`src/rtl/mul_dispatch.sv`:
```
// ============================================================================
// mul_dispatch
//   Two-core round-robin request dispatcher in front of a combinational MUL
//   unit: request FIFO, one-at-a-time execute FSM, tagged response port.
// Revision: 1.0  initial release
// ============================================================================
`default_nettype none

module mul_dispatch #(
  parameter int WIDTH = 8,
  parameter int DEPTH = 4
) (
  input  logic             clk,
  input  logic             rst_n,
  input  logic             req0_valid,
  input  logic [WIDTH-1:0] req0_a,
  input  logic [WIDTH-1:0] req0_b,
  output logic             req0_ready,
  input  logic             req1_valid,
  input  logic [WIDTH-1:0] req1_a,
  input  logic [WIDTH-1:0] req1_b,
  output logic             req1_ready,
  output logic [WIDTH-1:0] mul_a,
  output logic [WIDTH-1:0] mul_b,
  input  logic [WIDTH-1:0] mul_result,
  output logic             rsp_valid,
  input  logic             rsp_ready,
  output logic [WIDTH-1:0] rsp_result,
  output logic             rsp_id
);

  localparam int AW = $clog2(DEPTH);
  localparam int CW = AW + 1;

  localparam logic [1:0] S_IDLE = 2'd0;
  localparam logic [1:0] S_CALC = 2'd1;
  localparam logic [1:0] S_RESP = 2'd2;

  logic [WIDTH-1:0] fifo_a_q  [DEPTH];
  logic [WIDTH-1:0] fifo_b_q  [DEPTH];
  logic             fifo_id_q [DEPTH];

  logic [AW-1:0]    wr_ptr_q, rd_ptr_q;
  logic [CW-1:0]    count_q, count_d;
  logic             last_q;
  logic [1:0]       state_q, state_d;
  logic [WIDTH-1:0] mul_a_q, mul_b_q;
  logic             id_q;
  logic [WIDTH-1:0] rsp_result_q;
  logic             rsp_id_q;

  logic grant0, grant1, push, pop, not_full, has_data;

  // Fullness uses the registered count only, so a same-cycle pop never frees a slot.
  always_comb begin
    not_full = (count_q != CW'(DEPTH));
    has_data = (count_q != '0);
    grant0   = rst_n && not_full && req0_valid && (!req1_valid || last_q);
    grant1   = rst_n && not_full && req1_valid && (!req0_valid || !last_q);
    push     = grant0 | grant1;
  end

  always_comb begin
    state_d = state_q;
    pop     = 1'b0;
    case (state_q)
      S_IDLE: begin
        if (has_data) begin
          pop     = 1'b1;
          state_d = S_CALC;
        end
      end
      S_CALC: state_d = S_RESP;
      S_RESP: begin
        if (rsp_ready) begin
          if (has_data) begin
            pop     = 1'b1;
            state_d = S_CALC;
          end else begin
            state_d = S_IDLE;
          end
        end
      end
      default: state_d = S_IDLE;
    endcase
    count_d = count_q + CW'(push) - CW'(pop);
  end

  // Storage needs no reset: the pointers and count define which entries are live.
  always_ff @(posedge clk) begin
    if (push) begin
      fifo_a_q[wr_ptr_q]  <= grant1 ? req1_a : req0_a;
      fifo_b_q[wr_ptr_q]  <= grant1 ? req1_b : req0_b;
      fifo_id_q[wr_ptr_q] <= grant1;
    end
  end

  always_ff @(posedge clk or negedge rst_n) begin
    if (!rst_n) begin
      wr_ptr_q     <= '0;
      rd_ptr_q     <= '0;
      count_q      <= '0;
      last_q       <= 1'b1;
      state_q      <= S_IDLE;
      mul_a_q      <= '0;
      mul_b_q      <= '0;
      id_q         <= 1'b0;
      rsp_result_q <= '0;
      rsp_id_q     <= 1'b0;
    end else begin
      state_q <= state_d;
      count_q <= count_d;
      if (push) begin
        wr_ptr_q <= wr_ptr_q + AW'(1);
        last_q   <= grant1;
      end
      if (pop) begin
        mul_a_q  <= fifo_a_q[rd_ptr_q];
        mul_b_q  <= fifo_b_q[rd_ptr_q];
        id_q     <= fifo_id_q[rd_ptr_q];
        rd_ptr_q <= rd_ptr_q + AW'(1);
      end
      if (state_q == S_CALC) begin
        rsp_result_q <= mul_result;
        rsp_id_q     <= id_q;
      end
    end
  end

  assign req0_ready = grant0;
  assign req1_ready = grant1;
  assign mul_a      = mul_a_q;
  assign mul_b      = mul_b_q;
  assign rsp_valid  = (state_q == S_RESP);
  assign rsp_result = rsp_result_q;
  assign rsp_id     = rsp_id_q;

endmodule

`default_nettype wire

```
`config.mk`:
```
export PLATFORM = sky130hd
export DESIGN_NAME = mul_dispatch
export DESIGN_NICKNAME = d
export VERILOG_FILES = /design/src/rtl/mul_dispatch.sv
export SDC_FILE = /design/constraint.sdc
export NUM_CORES = 1
export LEC_CHECK = 0
export ABC_AREA = 1
export BUFFER_PORTS_ARGS = -buffer_cell sky130_fd_sc_hd__buf_4
export CAP_MARGIN = 20
export CORE_MARGIN = 2
export CORE_UTILIZATION = 44
export CTS_CLUSTER_DIAMETER = 80
export DETAILED_ROUTE_END_ITERATION = 10
export GPL_TIMING_DRIVEN = 0
export MAX_ROUTING_LAYER = met4
export SYNTH_ARGS = -nofsm -noshare
export SYNTH_HDL_FRONTEND = slang
export SYNTH_SLANG_ARGS = --single-unit
```
`constraint.sdc`:
```
create_clock -name clk -period 3.12 [get_ports clk]
set_clock_uncertainty 0.2 [all_clocks]
set_input_delay 0.312 -clock clk [delete_from_list [all_inputs] [get_ports clk]]
set_output_delay 0.312 -clock clk [all_outputs]
set_load 0.005 [all_outputs]
```
[Word level (Yosys, flattened, before mapping)]
Memories as Yosys holds them, arrays and structs flattened. A register that Yosys moved wholly into a read port is not among the register bits.
Index checks and enable logic that the tools add are counted.
Operators by class
  add/subtract/negate cells: 4
  equal/unequal tests: 5
  multiplexer cells: 11
  bitwise gates (word level): 1
  reductions and logical operators: 16
Operator list (count)
  8-bit 2-to-1 mux: 2
  1-bit logical NOT: 6
  2-bit one-hot mux with 3 select lines: 1
  1-bit logical AND: 5
  1-bit 2-to-1 mux: 5
  2-bit by 1-bit adder with 2-bit output (second input constant): 2
  2-bit 2-to-1 mux: 2
  3-bit by 1-bit adder with 3-bit output: 1
  3-bit != test (second input constant): 1
  3-bit nonzero test: 1
  3-bit by 1-bit subtractor with 3-bit output: 1
  2-bit by 1-bit == test with 1-bit output (second input constant): 1
  2-bit == test (second input constant): 1
  2-bit logical NOT: 1
  1-bit logical OR: 2
  2-bit by 1-bit != test with 1-bit output (second input constant): 1
  2-bit != test (second input constant): 1
  1-bit one-hot mux with 2 select lines: 1
  2-bit AND reduction: 1
  1-bit bitwise OR: 1
Word-level totals
  register bits after elaboration: 19
  memory bits (writable): 68
  output and inout bits: 28
  logic and storage cells: 47
  memories kept: 3
Memories
  fifo_a_q: depth 4, bits a word 8, rd ports 1, clocked after Yosys merged registers in 1, wr ports 1, line 39  | logic [WIDTH-1:0] fifo_a_q [DEPTH];
  fifo_b_q: depth 4, bits a word 8, rd ports 1, clocked after Yosys merged registers in 1, wr ports 1, line 40  | logic [WIDTH-1:0] fifo_b_q [DEPTH];
  fifo_id_q: depth 4, bits a word 1, rd ports 1, clocked after Yosys merged registers in 1, wr ports 1, line 41  | logic fifo_id_q [DEPTH];

[Depth between registers and ports, before layout]
Gate-level depths: netlist of run 1.
  depth after elaboration: 7
  gate-level depth with buffers: 11
  gate-level depth less buffers: 11

[Least setup slack after synthesis of run 1]
No wires, ideal clock.
  kind: flip-flop to flip-flop
  from: reg count_q[1]
  to: reg count_q[2]
  arrival time: 1867 ps
  setup slack: 931 ps
  cell stages (with the launch flop): 12
  buffers on the path: 1
  cells stage by stage: dfrtp_1 nor2_2 nand2_1 nand2_2 inv_4 buf_6 ha_1 inv_1 ha_1 inv_1 fa_1 xnor2_1
Between the ends
  elaborated cells between the ends (all ways): 13
  classes of those cells: 2 x add/sub; 1 x eq/ne; 3 x mux; 1 x bitwise; 6 x reduce/logical
RTL lines
  from (decl): line 44  | logic [CW-1:0] count_q, count_d;
  from (signal assigned): line 112  | count_q <= count_d;
  3-bit nonzero test (*): line 57  | has_data = (count_q != '0);
  1-bit 2-to-1 mux (*): line 68, 76
  1-bit 2-to-1 mux: line 75  | if (rsp_ready) begin
  1-bit one-hot mux with 2 select lines (*): line 66  | case (state_q)
  named net pop: line 52  | logic grant0, grant1, push, pop, not_full, has_data;
  3-bit by 1-bit subtractor with 3-bit output (*): line 86  | count_d = count_q + CW'(push) - CW'(pop);
  named net count_d[2]: line 44
The timed path passes the listed nets; every way through them passes the cells marked *.
A chain may end at the register's enable or synchronous reset.

[Worst setup path in the final report of run 1]
  from: in rst_n
  to: reg count_q[2]
Between the ends
  cells in the longest elaborated chain, start to end: 6
  elaborated cells between the ends (all ways): 8
  classes of those cells: 2 x add/sub; 1 x bitwise; 5 x reduce/logical
Ends and longest elaborated chain
  from (decl): line 14  | input logic rst_n,
  1-bit logical AND (*): line 58, 59
  1-bit logical AND (on tied branches) (2 in series): line 58, 59
  1-bit bitwise OR (*): line 60  | push = grant0 | grant1;
  3-bit by 1-bit adder with 3-bit output (*): line 86
  3-bit by 1-bit subtractor with 3-bit output (*): line 86
  named net count_d[2]: line 44
Marks and branches as above.

==> reports/qor.csv, run 1 <==
stage;metric;value;unit
worst_setup_path;cp.arrival;2.84;ns
route;avgViaCountPerCell;4.87;
flow_run;cap_violations;0;
sta;maxSlewHeadroom;64.0;%
logic_synthesis;synth_compound_area_share;4.75;%
worst_setup_path;required;3.21;ns
outcome;status;finished clean;
global_route;grt_usage;19.3;%
sta;hold_slack;0.0699;ns
route;drt_iter0_markers;155;
final_layout;num-fill-cells;861;
sta;drv_slew;0;
power;intPower;3.11;mW
cts;numCtsBuffers;9;
route;drcViolationCount;0;
cts;clock_latency;0.36;ns
route;ant_nets;0;
logic_synthesis;syn_avg_cell_area;11.1;sq um
global_route;grt_pass1_wl;15.5;mm
power;ir_drop;0.346;mV
cts;clk_pin_slew;0.10;ns
sta;hold_viol;0;
power;switching_share;36.2;%
floorplanning;ioPinCount;73;
logic_synthesis;syn-num-nets;446;
logic_synthesis;ys_ff_latch;104;
sta;layout_min_cycle_time;2.75;ns
power;power_frac_comb;39.8;%
sta;min_period_over_period;88.1;%
power;total_power;4.88;mW
logic_synthesis;synth_fa_ha_area_share;2.17;%
worst_setup_path;r2r.worst_path.cells;11;
floorplanning;core_area;9730;sq um
power;p_clk_share;17.6;%
route;num_vias;3061;
logic_synthesis;yosysWarnings;0;
sta;setup_ws;0.370;ns
global_route;grtUsageMet3;2.83;%
final_layout;syn_to_final_growth;24.8;%
cts;clock-root-buffer;clkbuf_8;
power;power_density;893;nW/um^2
placed_design;placed_cell_area;5160;sq um
power;switchingPower;1.76;mW
final_layout;final_area;5460;sq um
route;post_drt_wl_per_cell;15.2;um
worst_hold_path;hp-class;input port to register;
route;dr.pass1.iters;4;
floorplanning;initial_core_util;45.0;%
worst_setup_path;crit_type;input port to register;
logic_synthesis;synth_top_family_by_area;simple AND/OR/NAND/NOR gates;
global_route;grt_max_degree;40;
logic_synthesis;syn_inst;394;
global_route;gr-usage-met1;24.0;%
sta;setup_violations;0;
worst_setup_path;cp-start-kind;input port;
logic_synthesis;synth.area.mux_share;2.32;%
logic_synthesis;syn_area;4380;sq um
final_layout;finalNetCount;542;
floorplanning;dieWidth;104;um
cts;clock_sinks;104;
cts;cts_tree;yes;
logic_synthesis;synth_xor_area_share;0.400;%
route;wirelength;9.57;mm
worst_hold_path;hold_depth;3;
global_route;grt-ovfl-total;0;
floorplanning;die_area;10800;sq um
worst_setup_path;endpoint_kind;register;
placed_design;numPortBuffers;72;
floorplanning;rows;36;
power;power_frac_seq;42.6;%
placed_design;gp_congestion;0.785;
cts;h-tree-depth;3;
sta;clock.fmax;364;MHz
logic_synthesis;synthSimpleGateAreaFrac;16.7;%
cts;clockBufferDepth;2;
floorplanning;die_y;104;um
global_route;met2_usage;32.5;%
final_layout;diodes;0;
worst_setup_path;critPathMaxFanout;39;
sta;max_slew.worst_pin.slew;0.540;ns
final_layout;drive_gt1_share;27.5;%
global_route;grt_pass1_vias;3031;
placed_design;dp_slack;0.478;ns
placed_design;dp_cells;603;
global_route;top_usage_layer;met2;
power;p_leak;2.45;nW
placed_design;dp_hpwl;6.41;mm
logic_synthesis;ys_types;23;
cts;cts_setup_buffers;0;
global_route;antenna_found_initial;0;
sta;rsz0062_at_grt;false;
logic_synthesis;seq_area_frac_synth;67.3;%
final_layout;finalNonFillerCells;628;
==> power groups by stage <==
| stage | Clock, mW | Sequential (mW) | Combinational [mW] |
|---|---|---|---|
| 2_1_floorplan | 0 | 2.10 | 1.16 |
| 3_3_place_gp | 0 | 2.10 | 1.86 |
| 3_5_place_dp | 0 | 2.11 | 1.96 |
| 4_1_cts | 0.871 | 2.08 | 1.97 |
| 5_1_grt | 0.922 | 2.12 | 2.18 |
| 6_report | 0.859 | 2.08 | 1.94 |
==> per-layer routing <==
| metal | part of all wire (%) | up-vias |
|---|---|---|
| met5 | 0 | - |
| met4 | 1.7 | 0 |
| met3 | 6.0 | 13 |
| met2 | 49 | 92 |
| met1 | 43 | 1460 |
| li1 | - | 1496 |
==> cells by family after synthesis <==
logic type,count (synthesis)
simple gates,176
xor+xnor,2
buf+inv,56
compound gates,40
fa+ha+maj,7
flops,104
mux,9
==> flip-flops by register name, indices dropped and copies added, names as in the netlist <==
register    flops
id_q            1
fifo_a_q       32
mul_b           8
state_q         2
count_q         3
rsp_result      8
fifo_b_q       32
last_q          1
rsp_id          1
mul_a           8
rd_ptr_q        2
wr_ptr_q        2
fifo_id_q       4
==> Yosys cell counts <==
cell type  count  area [sq um]
nand2_1      124           465
edfxtp_1      68          2040
nand3_1       37           185
inv_1         36           135
dfrtp_1       35           876
a21oi_1       20           100
buf_2         11          55.1
o21ai_0       11          55.1
mux2_2         9           101
nor2_1         7          26.3
o21ai_1        7          35.0
ha_1           6          75.1
buf_6          5          56.3
nand2_2        5          31.3
a21oi_2        2          17.5
inv_2          2          7.51
nor2_2         2          12.5
xnor2_1        2          17.5
buf_12         1          20.0
dfstp_2        1          26.3
fa_1           1          20.0
inv_4          1          6.26
nand3_2        1          10.0
==> critical path: stages <==
cell	delay (ns)
dlygate4sd3_1	0.53
buf_4	0.44
nand2_1	0.13
a21oi_2	0.17
inv_1	0.15
ha_1	0.31
inv_1	0.06
ha_1	0.12
inv_1	0.04
fa_1	0.38
xnor2_1	0.18
==> worst paths after layout <==
check	startpoint	to	slack, ns
worst max-delay path	rst_n	count_q[2]$_DFF_PN0_	0.37
worst min-delay path	req1_b[1]	fifo_b_q[2][1]$_DFFE_PP_	0.07
worst max register to register	count_q[1]$_DFF_PN0_	count_q[2]$_DFF_PN0_	0.76
worst min register to register	last_q$_DFFE_PN1P_	last_q$_DFFE_PN1P_	0.29
max in group asynchronous	rst_n	mul_b[4]$_DFFE_PN0P_	2.10
min in group asynchronous	rst_n	wr_ptr_q[1]$_DFFE_PN0P_	0.25
==> cell type report <==
cell class | instances | area [sq um] | share of cell area, %
sequential | 104 | 2940 | 53.9
tap | 133 | 166 | 3.05
buffer | 17 | 131 | 2.40
timing repair buffer | 85 | 699 | 12.8
clock inverter | 4 | 33.8 | 0.618
inverter | 39 | 149 | 2.73
clock buffer | 12 | 176 | 3.23
multi-input combinational | 234 | 1160 | 21.3
==> timing repair <==
action	in CTS	in global routing
resized for setup	0	0
endpoints found under the hold margin	43	0
hold buffers	9	0
==> cells in the final DEF, fill, tap and decap left out, drive strengths merged <==
| cell | netlist | layout |
|---|---|---|
| clkinvlp | 0 | 1 |
| buf | 17 | 93 |
| ha | 6 | 6 |
| edfxtp | 68 | 68 |
| mux2 | 9 | 9 |
| inv | 39 | 40 |
| nand3 | 38 | 38 |
| nand2 | 129 | 129 |
| clkbuf | 0 | 12 |
| dfstp | 1 | 1 |
| nor2 | 9 | 9 |
| o21ai | 18 | 18 |
| dlygate4sd3 | 0 | 9 |
| fa | 1 | 1 |
| a21oi | 22 | 22 |
| dfrtp | 35 | 35 |
| xnor2 | 2 | 2 |
| clkinv | 0 | 2 |
==> metrics by stage <==
step / TNS, ns / util (%)
2_1_floorplan: 0 / -
3_3_place_gp: -2.99 / 52.3
3_5_place_dp: 0 / 53.1
4_1_cts: 0 / 56.1
5_1_grt: 0 / 56.1
6_report: 0 / 56.1
Note: power is estimated with default switching activity, not from simulation.
==> run 2, diff against run 1 <==
Settings changed: PLACE_DENSITY set to 0.76.
==> reports/qor.csv, run 2 (same netlist as run 1, synthesis figures left out) <==
stage;metric;value;unit
route;wirelength;9.09;mm
route;dr.pass1.iters;4;
sta;hold_viol;0;
power;p_leak;2.42;nW
route;drcViolationCount;0;
power;ir_drop;0.403;mV
global_route;grt_pass1_vias;3050;
final_layout;largestRegisters;fifo_a_q: 32 flops, fifo_b_q: 32 flops;
route;ant_nets;0;
sta;rsz0062_at_grt;false;
final_layout;final_cell_mix;nand2_1, buf_4, edfxtp_1;
sta;drv_slew;0;
floorplanning;ioPinCount;73;
worst_setup_path;path_cells;dlygate4sd3_1 > buf_4 > nand2_1 > a21oi_2 > inv_1 > ha_1 > inv_1 > ha_1 > inv_1 > fa_1 > xnor2_1;
route;post_drt_wl_per_cell;14.5;um
placed_design;gp_congestion;0.752;
global_route;grt_usage;18.1;%
sta;min_period_over_period;88.6;%
flow_run;cap_violations;0;
floorplanning;rows;36;
placed_design;dp_hpwl;5.96;mm
final_layout;fin_util;55.6;%
cts;clockBufferDepth;2;
worst_setup_path;cp-start-kind;input port;
sta;maxSlewHeadroom;60.0;%
cts;h-tree-depth;3;
sta;hold_slack;0.0775;ns
sta;clock.fmax;362;MHz
cts;numCtsBuffers;9;
global_route;grt_pass1_wl;14.9;mm
worst_setup_path;critPathSlowestCell;dlygate4sd3_1;
route;avgViaCountPerCell;4.81;
outcome;status;finished clean;
worst_hold_path;hp-class;input port to register;
placed_design;numPortBuffers;72;
sta;setup_violations;0;
sta;max_slew.worst_pin.slew;0.599;ns
cts;clock-root-buffer;clkbuf_8;
route;num_vias;3020;
worst_setup_path;crit_type;input port to register;
final_layout;syn_to_final_growth;23.6;%
floorplanning;core_area;9730;sq um
global_route;grt_max_degree;40;
route;drt_iter0_markers;176;
worst_setup_path;required;3.17;ns
final_layout;final_common_cell;nand2_1;
worst_setup_path;cp.arrival;2.81;ns
worst_setup_path;cpPeakStageDelay;0.52;ns
global_route;grt-ovfl-total;0;
cts;clk_pin_slew;0.10;ns
cts;clock_sinks;104;
floorplanning;die_y;104;um
power;power_density;877;nW/um^2
cts;clock_latency;0.36;ns
final_layout;diodes;0;
cts;cts_tree;yes;
floorplanning;initial_core_util;45.0;%
sta;layout_min_cycle_time;2.77;ns
cts;cts_setup_buffers;0;
floorplanning;die_area;10800;sq um
global_route;antenna_found_initial;0;
final_layout;finalNetCount;542;
worst_setup_path;endpoint_kind;register;
worst_setup_path;crit_buf_inv;5;
worst_setup_path;critPathMaxFanout;39;
floorplanning;dieWidth;104;um
sta;tns;0;ns
worst_setup_path;cp_top_family;buffers and inverters;
final_layout;drive_gt1_share;27.1;%
worst_setup_path;crit_top_cell;inv_1;
-- run 2: changes by cell type in the layout (fill, tap and decap cells not counted) --
cell and change:
buf_16 -1, inv_6 +1, buf_8 +1, clkbuf_1 +1, clkbuf_8 -2, clkinv_2 +1
clkinv_4 -1, clkbuf_16 -1, clkinv_1 +1
-- run 2: timing repair --
item	4_1_cts	5_1_grt
endpoints found under the hold margin	43	0
hold buffers	9	0
resized for setup	0	0
-- run 2: worst paths after layout --
kind                                      start                       end  slack (ns)  depth (start not counted)
hold / removal                        req1_a[7]  fifo_a_q[1][7]$_DFFE_PP_        0.08                          3
setup / recovery                          rst_n      count_q[2]$_DFF_PN0_        0.35                         11
setup reg to reg           count_q[1]$_DFF_PN0_      count_q[2]$_DFF_PN0_        0.77                         11
min in group asynchronous                 rst_n      mul_a[2]$_DFFE_PN0P_        0.26                          2
max in group asynchronous                 rst_n        last_q$_DFFE_PN1P_        2.09                          2
hold reg to reg              last_q$_DFFE_PN1P_        last_q$_DFFE_PN1P_        0.29                          2
-- run 2: per-stage QoR --
| step | power [mW] | cell area [sq um] | std cells | worst slack (ns) |
|---|---|---|---|---|
| 2_1_floorplan | 3.26 | 4380 | 394 | 0.931 |
| 3_5_place_dp | 4.02 | 5150 | 603 | 0.495 |
| 3_3_place_gp | 3.91 | 5080 | 599 | 0.0715 |
| 4_1_cts | 4.77 | 5410 | 628 | 0.318 |
| 5_1_grt | 5.09 | 5410 | 628 | 0.144 |
| 6_report | 4.74 | 5410 | 628 | 0.354 |
-- run 2: worst min-delay path: cells and delay by family --
family | cells | cell delay, ns
buffers and inverters | 1 | 0.07
and+or+nand+nor | 2 | 0.14
-- run 2: cell type report --
cell class	count	area, sq um
timing repair buffer	85	687
clock inverter	6	42.5
sequential	104	2940
clock buffer	10	128
tap	133	166
fill	824	4320
buffer	17	131
inverter	39	149
multi-input combinational	234	1160
-- run 2: per-layer routing --
layer / share of wire (%) / GRT usage, % / up-vias / wire (um)
li1: - / - / 1494 / -
met1: 42 / 22.0 / 1402 / 3770
met2: 49 / 29.8 / 111 / 4430
met3: 7.8 / 4.03 / 13 / 709
met4: 1.9 / 7.05 / 0 / 176
met5: 0 / - / - / 0
-- run 2: report_power, final --
part / internal [mW] / total [mW] / switching [mW]
registers: 1.91 / 2.07 / 0.168
clock network: 0.294 / 0.750 / 0.456
logic: 0.811 / 1.92 / 1.11
total: 3.01 / 4.74 / 1.73
